File: src/rtl/msix_intr_arbiter_if.sv
// Downstream interrupt handshake between the MSI-X arbiter and the INTx/MSI bridge.
interface msix_intr_arbiter_if #(
  parameter int VECW = 2
) ();
  logic            intx_msi_request;
  logic [VECW-1:0] intx_msi_vector;
  logic            intx_msi_grant;

  modport master (
    output intx_msi_request,
    output intx_msi_vector,
    input  intx_msi_grant
  );

  modport slave (
    input  intx_msi_request,
    input  intx_msi_vector,
    output intx_msi_grant
  );
endinterface

File: src/rtl/msix_intr_arbiter.sv
// Collects per-vector interrupt events into pending bits and issues them one at a
// time, round-robin, to the downstream bridge with an enforced low gap between requests.
module msix_intr_arbiter #(
  parameter int NVEC          = 4,
  parameter int VECW          = 2,
  parameter int USE_GRANT     = 0,
  parameter int GRANT_TIMEOUT = 16,
  parameter int GAP_CYC       = 2
) (
  input  logic                       i_clk,
  input  logic                       i_rst_n,
  input  logic [NVEC-1:0]            i_irq_src,
  input  logic [NVEC-1:0]            i_vec_mask,
  msix_intr_arbiter_if.master        bus,
  output logic [NVEC-1:0]            o_pending,
  output logic                       o_timeout_err
);

  localparam bit LP_GRANT = (USE_GRANT != 0);

  typedef enum logic [1:0] {
    ST_IDLE = 2'd0,
    ST_REQ  = 2'd1,
    ST_GAP  = 2'd2
  } state_t;

  state_t          r_state;
  logic [NVEC-1:0] r_pending;
  logic [VECW-1:0] r_rr_ptr;
  logic [VECW-1:0] r_vec;
  logic            r_req;
  logic            r_tmo_err;
  logic [7:0]      r_tmo_cnt;
  logic [3:0]      r_gap_cnt;

  logic [NVEC-1:0] w_elig;
  logic [NVEC-1:0] w_clr;
  logic [VECW:0]   w_idx;
  logic [VECW-1:0] w_sel;
  logic [VECW-1:0] w_ptr_next;
  logic            w_found;
  logic            w_gap_done;
  logic            w_issue;
  logic            w_granted;
  logic            w_tmo_hit;

  assign w_elig     = r_pending & ~i_vec_mask;
  assign w_gap_done = (r_gap_cnt == 4'(GAP_CYC - 1));
  assign w_tmo_hit  = (r_tmo_cnt == 8'(GRANT_TIMEOUT - 1));
  assign w_ptr_next = (w_sel == VECW'(NVEC - 1)) ? {VECW{1'b0}} : (w_sel + VECW'(1));

  // The last GAP cycle doubles as IDLE so back-to-back requests see exactly GAP_CYC low cycles.
  assign w_issue   = w_found && ((r_state == ST_IDLE) || ((r_state == ST_GAP) && w_gap_done));
  assign w_granted = LP_GRANT && (r_state == ST_REQ) && bus.intx_msi_grant;

  // Round-robin search over unmasked pending vectors, starting at the pointer.
  always_comb begin
    w_found = 1'b0;
    w_sel   = {VECW{1'b0}};
    w_idx   = {(VECW+1){1'b0}};
    for (int i = 0; i < NVEC; i++) begin
      w_idx = {1'b0, r_rr_ptr} + (VECW+1)'(i);
      if (w_idx >= (VECW+1)'(NVEC)) begin
        w_idx = w_idx - (VECW+1)'(NVEC);
      end else begin
        w_idx = w_idx;
      end
      if (!w_found && w_elig[w_idx[VECW-1:0]]) begin
        w_found = 1'b1;
        w_sel   = w_idx[VECW-1:0];
      end else begin
        w_found = w_found;
        w_sel   = w_sel;
      end
    end
  end

  // Service clears the pending bit at issue (fire-and-forget) or at grant (handshake).
  always_comb begin
    w_clr = {NVEC{1'b0}};
    if (w_issue && !LP_GRANT) begin
      w_clr[w_sel] = 1'b1;
    end else if (w_granted) begin
      w_clr[r_vec] = 1'b1;
    end else begin
      w_clr = {NVEC{1'b0}};
    end
  end

  // A coinciding new event wins over the service clear.
  always_ff @(posedge i_clk or negedge i_rst_n) begin
    if (!i_rst_n) begin
      r_pending <= {NVEC{1'b0}};
    end else begin
      r_pending <= (r_pending & ~w_clr) | i_irq_src;
    end
  end

  always_ff @(posedge i_clk or negedge i_rst_n) begin
    if (!i_rst_n) begin
      r_state   <= ST_IDLE;
      r_rr_ptr  <= {VECW{1'b0}};
      r_vec     <= {VECW{1'b0}};
      r_req     <= 1'b0;
      r_tmo_err <= 1'b0;
      r_tmo_cnt <= 8'd0;
      r_gap_cnt <= 4'd0;
    end else begin
      case (r_state)
        ST_IDLE: begin
          r_tmo_err <= 1'b0;
          if (w_issue) begin
            r_state   <= ST_REQ;
            r_req     <= 1'b1;
            r_vec     <= w_sel;
            r_rr_ptr  <= w_ptr_next;
            r_tmo_cnt <= 8'd0;
          end else begin
            r_state <= ST_IDLE;
          end
        end
        ST_REQ: begin
          if (!LP_GRANT || bus.intx_msi_grant) begin
            r_state   <= ST_GAP;
            r_req     <= 1'b0;
            r_gap_cnt <= 4'd0;
            r_tmo_err <= 1'b0;
          end else if (w_tmo_hit) begin
            // Pending stays set; the pointer already moved past this vector at issue.
            r_state   <= ST_GAP;
            r_req     <= 1'b0;
            r_gap_cnt <= 4'd0;
            r_tmo_err <= 1'b1;
          end else begin
            r_tmo_cnt <= r_tmo_cnt + 8'd1;
            r_tmo_err <= 1'b0;
          end
        end
        ST_GAP: begin
          r_tmo_err <= 1'b0;
          if (w_gap_done) begin
            if (w_issue) begin
              r_state   <= ST_REQ;
              r_req     <= 1'b1;
              r_vec     <= w_sel;
              r_rr_ptr  <= w_ptr_next;
              r_tmo_cnt <= 8'd0;
            end else begin
              r_state <= ST_IDLE;
            end
          end else begin
            r_gap_cnt <= r_gap_cnt + 4'd1;
          end
        end
        default: begin
          r_state   <= ST_IDLE;
          r_req     <= 1'b0;
          r_tmo_err <= 1'b0;
        end
      endcase
    end
  end

  assign bus.intx_msi_request = r_req;
  assign bus.intx_msi_vector  = r_vec;
  assign o_pending            = r_pending;
  assign o_timeout_err        = r_tmo_err;

endmodule
File: src/flat_wrapper.sv
// flat-port wrapper written by rule: the top's interface ports become plain ports
module msix_intr_arbiter_flat 
#(
  parameter int NVEC          = 4,
  parameter int VECW          = 2,
  parameter int USE_GRANT     = 0,
  parameter int GRANT_TIMEOUT = 16,
  parameter int GAP_CYC       = 2
)
  (i_clk, i_rst_n, i_irq_src, i_vec_mask, o_pending, o_timeout_err, bus_intx_msi_request, bus_intx_msi_vector, bus_intx_msi_grant);
  msix_intr_arbiter_if #(.VECW(VECW)) bus_i ();
  input  logic i_clk;
  input  logic i_rst_n;
  input  logic [NVEC-1:0] i_irq_src;
  input  logic [NVEC-1:0] i_vec_mask;
  output logic [NVEC-1:0] o_pending;
  output logic o_timeout_err;
  output wire logic [$bits(bus_i.intx_msi_request)-1:0] bus_intx_msi_request;
  output wire logic [$bits(bus_i.intx_msi_vector)-1:0] bus_intx_msi_vector;
  input wire logic [$bits(bus_i.intx_msi_grant)-1:0] bus_intx_msi_grant;
  assign bus_intx_msi_request = bus_i.intx_msi_request;
  assign bus_intx_msi_vector = bus_i.intx_msi_vector;
  assign bus_i.intx_msi_grant = bus_intx_msi_grant;
  msix_intr_arbiter #(.NVEC(NVEC), .VECW(VECW), .USE_GRANT(USE_GRANT), .GRANT_TIMEOUT(GRANT_TIMEOUT), .GAP_CYC(GAP_CYC)) u_core (.i_clk(i_clk), .i_rst_n(i_rst_n), .i_irq_src(i_irq_src), .i_vec_mask(i_vec_mask), .bus(bus_i), .o_pending(o_pending), .o_timeout_err(o_timeout_err));
endmodule
File: config.mk
export PLATFORM = sky130hd
export DESIGN_NAME = msix_intr_arbiter_flat
export DESIGN_NICKNAME = d
export VERILOG_FILES = /design/src/rtl/msix_intr_arbiter_if.sv /design/src/rtl/msix_intr_arbiter.sv /design/src/flat_wrapper.sv
export SDC_FILE = /design/constraint.sdc
export NUM_CORES = 1
export LEC_CHECK = 0
export ABC_AREA = 1
export CORE_MARGIN = 2
export CORE_UTILIZATION = 46
export DETAILED_ROUTE_END_ITERATION = 8
export GPL_TIMING_DRIVEN = 0
export PLACE_DENSITY_LB_ADDON = 0.3
export SLEW_MARGIN = 0
export SYNTH_ARGS = -nofsm -noshare
export SYNTH_HDL_FRONTEND = slang
export SYNTH_SLANG_ARGS = --single-unit
export TNS_END_PERCENT = 50
File: constraint.sdc
create_clock -name i_clk -period 3.3 [get_ports i_clk]
set_input_delay 0.66 -clock i_clk [delete_from_list [all_inputs] [get_ports i_clk]]
set_output_delay 0.66 -clock i_clk [all_outputs]
set_load 0.05 [all_outputs]
==> flow_metrics.tcl <==
set metrics [dict create \
    status "finished clean" \
    synth_edf_count 0 \
    synth_seq_cells 15 \
    synth_top_area_share_pct 34.6 \
    die_y_um 52.6 \
    vias 916 \
    cts_sinks 15 \
    first_iter_violations 18 \
    dp_hpwl_um 1720 \
    r2r_cells 15 \
    async_flop_share_pct 100 \
    synthCells 136 \
    criticalPathCategory "reg2out" \
    crit_path_max_incr_delay_ns 0.83 \
    drv_slew 0 \
    hold_class "reg2reg" \
    io_buffers 16 \
    hp-start "u_core.bus.intx_msi_vector[1]" \
    ff2ff_setup_slack_ns 1.41 \
    die_x_um 52.6 \
    io_pins 19 \
    start_util_pct 49.1 \
    hold_violations 0 \
    fin_crit_sh_pct 67.1 \
    grt_max_degree 16 \
    synth_top_cell_by_area "dfrtp_1" \
    slowest_stage "clkdlybuf4s50_1" \
    cts_buffers 3 \
    whs_ns 0.489 \
    cts_buffer_depth 2 \
    diodes 0 \
    ys_top_cells_by_area "dfrtp_1 35%, nand2_1 13%, nand3_2 9.2%" \
    setup_tns_ns 0 \
    place_ws_ns 0.838 \
    grt_overflow 0 \
    hold_buffers 0 \
    worst_pin_slew_ns 0.682 \
    worstPathMaxFanout 4 \
    grt_util_all_layers_pct 19.3 \
    num_rows 17 \
    cts_setup_buffers 0 \
    fill_cells 223 \
    required_ns 2.64 \
    fmax_ghz 0.452 \
    synth.distinct_cells 24 \
    syn_area_sq_um 1090 \
    skew_ns 0.00207 \
    worst_hold_path.endpoint "u_core.bus.intx_msi_vector[1]" \
    core_area_sq_um 2210 \
    nNetsFinal 174 \
    fin_crit_ns 2.21 \
    crit_buf_inv 1 \
    drive_gt1_share_pct 21.8 \
    max_slew_margin_pct 54.4 \
    clock_latency_ns 0.29 \
    r2r-end "u_core.o_pending[2]" \
    setup_viol 0 \
    wl_um 2200 \
    r2r_start "u_core.r_rr_ptr[0]" \
    endpoint_kind "output pin" \
    grt_first_pass_wirelength_um 3900 \
    cts_max_level 1 \
    synth.avg_cell_area_sq_um 7.99 \
    dp.cells 180 \
    area_growth_pct 20.4 \
    grt_pass1_vias 907 \
    cp_cell_sequence "clkdlybuf4s50_1" \
    fin_ws_ns 1.09 \
    cts-root-buf "clkbuf_4" \
    wire_per_inst_um 12.0 \
    layoutNonFillerInstCount 184 \
    vias_per_cell 4.98 \
    antenna_left 0 \
    antenna_found_initial 0 \
    drv_cap 0 \
    startpoint_type "flip-flop" \
    arrival_ns 1.55 \
    seq_area_frac_synth_pct 34.6 \
    globalplace.congestion 0.842 \
    synth.most_common_cell "nand2_1" \
    path_clk_slew_ns 0.08 \
    cts_resized 0 \
    hold_depth 2 \
    dieArea_sq_um 2770 \
    synth_fp_nets 153 \
    synthTopCellsByCount "38 x nand2_1, 18 x inv_1, 16 x nand3_1, 15 x dfrtp_1, 10 x nand3_2" \
    yosys_warnings 0 \
    first_pass_iters 4 \
    synth_ff_type "dfrtp_1" \
    cpLargestDelayFamily "buffers and inverters" \
    drc_errors 0 \
    rsz0062_at_grt "false" \
    cts_tree "done" \
]
final cells by class:
cell class | instances | area [sq um] | share of cell area, %
buffer | 3 | 30.0 | 2.30
inverter | 21 | 88.8 | 6.79
tap | 28 | 35.0 | 2.68
multi-input combinational | 97 | 592 | 45.3
sequential | 15 | 375 | 28.7
clock buffer | 4 | 26.3 | 2.01
timing repair buffer | 16 | 160 | 12.2
sequential cells by signal, summed over array words and instances (netlist names):
name                         count
u_core.bus.intx_msi_request      1
u_core.bus.intx_msi_vector       2
u_core.r_state                   2
u_core.r_gap_cnt                 4
u_core.r_rr_ptr                  2
u_core.o_pending                 4
per-layer routing:
| metal | global-route usage (%) | part of all wire (%) | routed length, um |
|---|---|---|---|
| met5 | 0 | 0 | 0 |
| met4 | 5.98 | 0.73 | 16 |
| met3 | 5.43 | 5.4 | 119 |
| met2 | 33.1 | 49 | 1090 |
| met1 | 23.2 | 44 | 978 |
cell usage in the layout, fill, tap and decap left out, drive strengths merged:
cell / count
mux2i: 1
conb: 1
nand3: 26
ha: 6
o22ai: 3
nor3: 1
clkbuf: 4
nand4: 2
o21ai: 2
nor2: 4
inv: 21
nand3b: 1
dfrtp: 15
xnor2: 1
clkdlybuf4s50: 16
buf: 3
a21oi: 1
nand2: 48
cell families (layout without fill, tap and decap cells):
| family | after synthesis | count (layout) | share of synthesized area, % |
|---|---|---|---|
| DFF | 15 | 15 | 34.6 |
| other | 1 | 1 | 0.345 |
| and+or+nand+nor | 82 | 82 | 42.4 |
| xor gates and xnor gates | 1 | 1 | 0.807 |
| AOI/OAI and AO/OA | 6 | 6 | 3.11 |
| buffers and inverters | 24 | 44 | 10.9 |
| muxes | 1 | 1 | 0.922 |
| adders and majority gates | 6 | 6 | 6.91 |
worst max path at each step:
stage	end	start	slack, ns	cells past startpoint
2_1_floorplan	u_core.o_pending[3]	u_core.o_pending[2]	1.40	12
3_3_place_gp	u_core.o_pending[3]	i_vec_mask[2]	0.90	14
3_5_place_dp	u_core.o_pending[2]	i_vec_mask[2]	0.84	15
4_1_cts	o_pending[1]	u_core.o_pending[1]	1.07	1
5_1_grt	u_core.o_pending[2]	i_vec_mask[2]	0.89	15
6_report	o_pending[1]	u_core.o_pending[1]	1.09	1
per-stage QoR:
step                util, %  area [sq um]
finish                 59.1          1310
global route           59.1          1310
CTS                    59.1          1310
detailed placement     57.9          1280
global placement       57.9          1280
floorplan                 -          1090
Power is not shown: default switching activity piles up to over one toggle a cycle in this logic, so the estimate is an artifact.
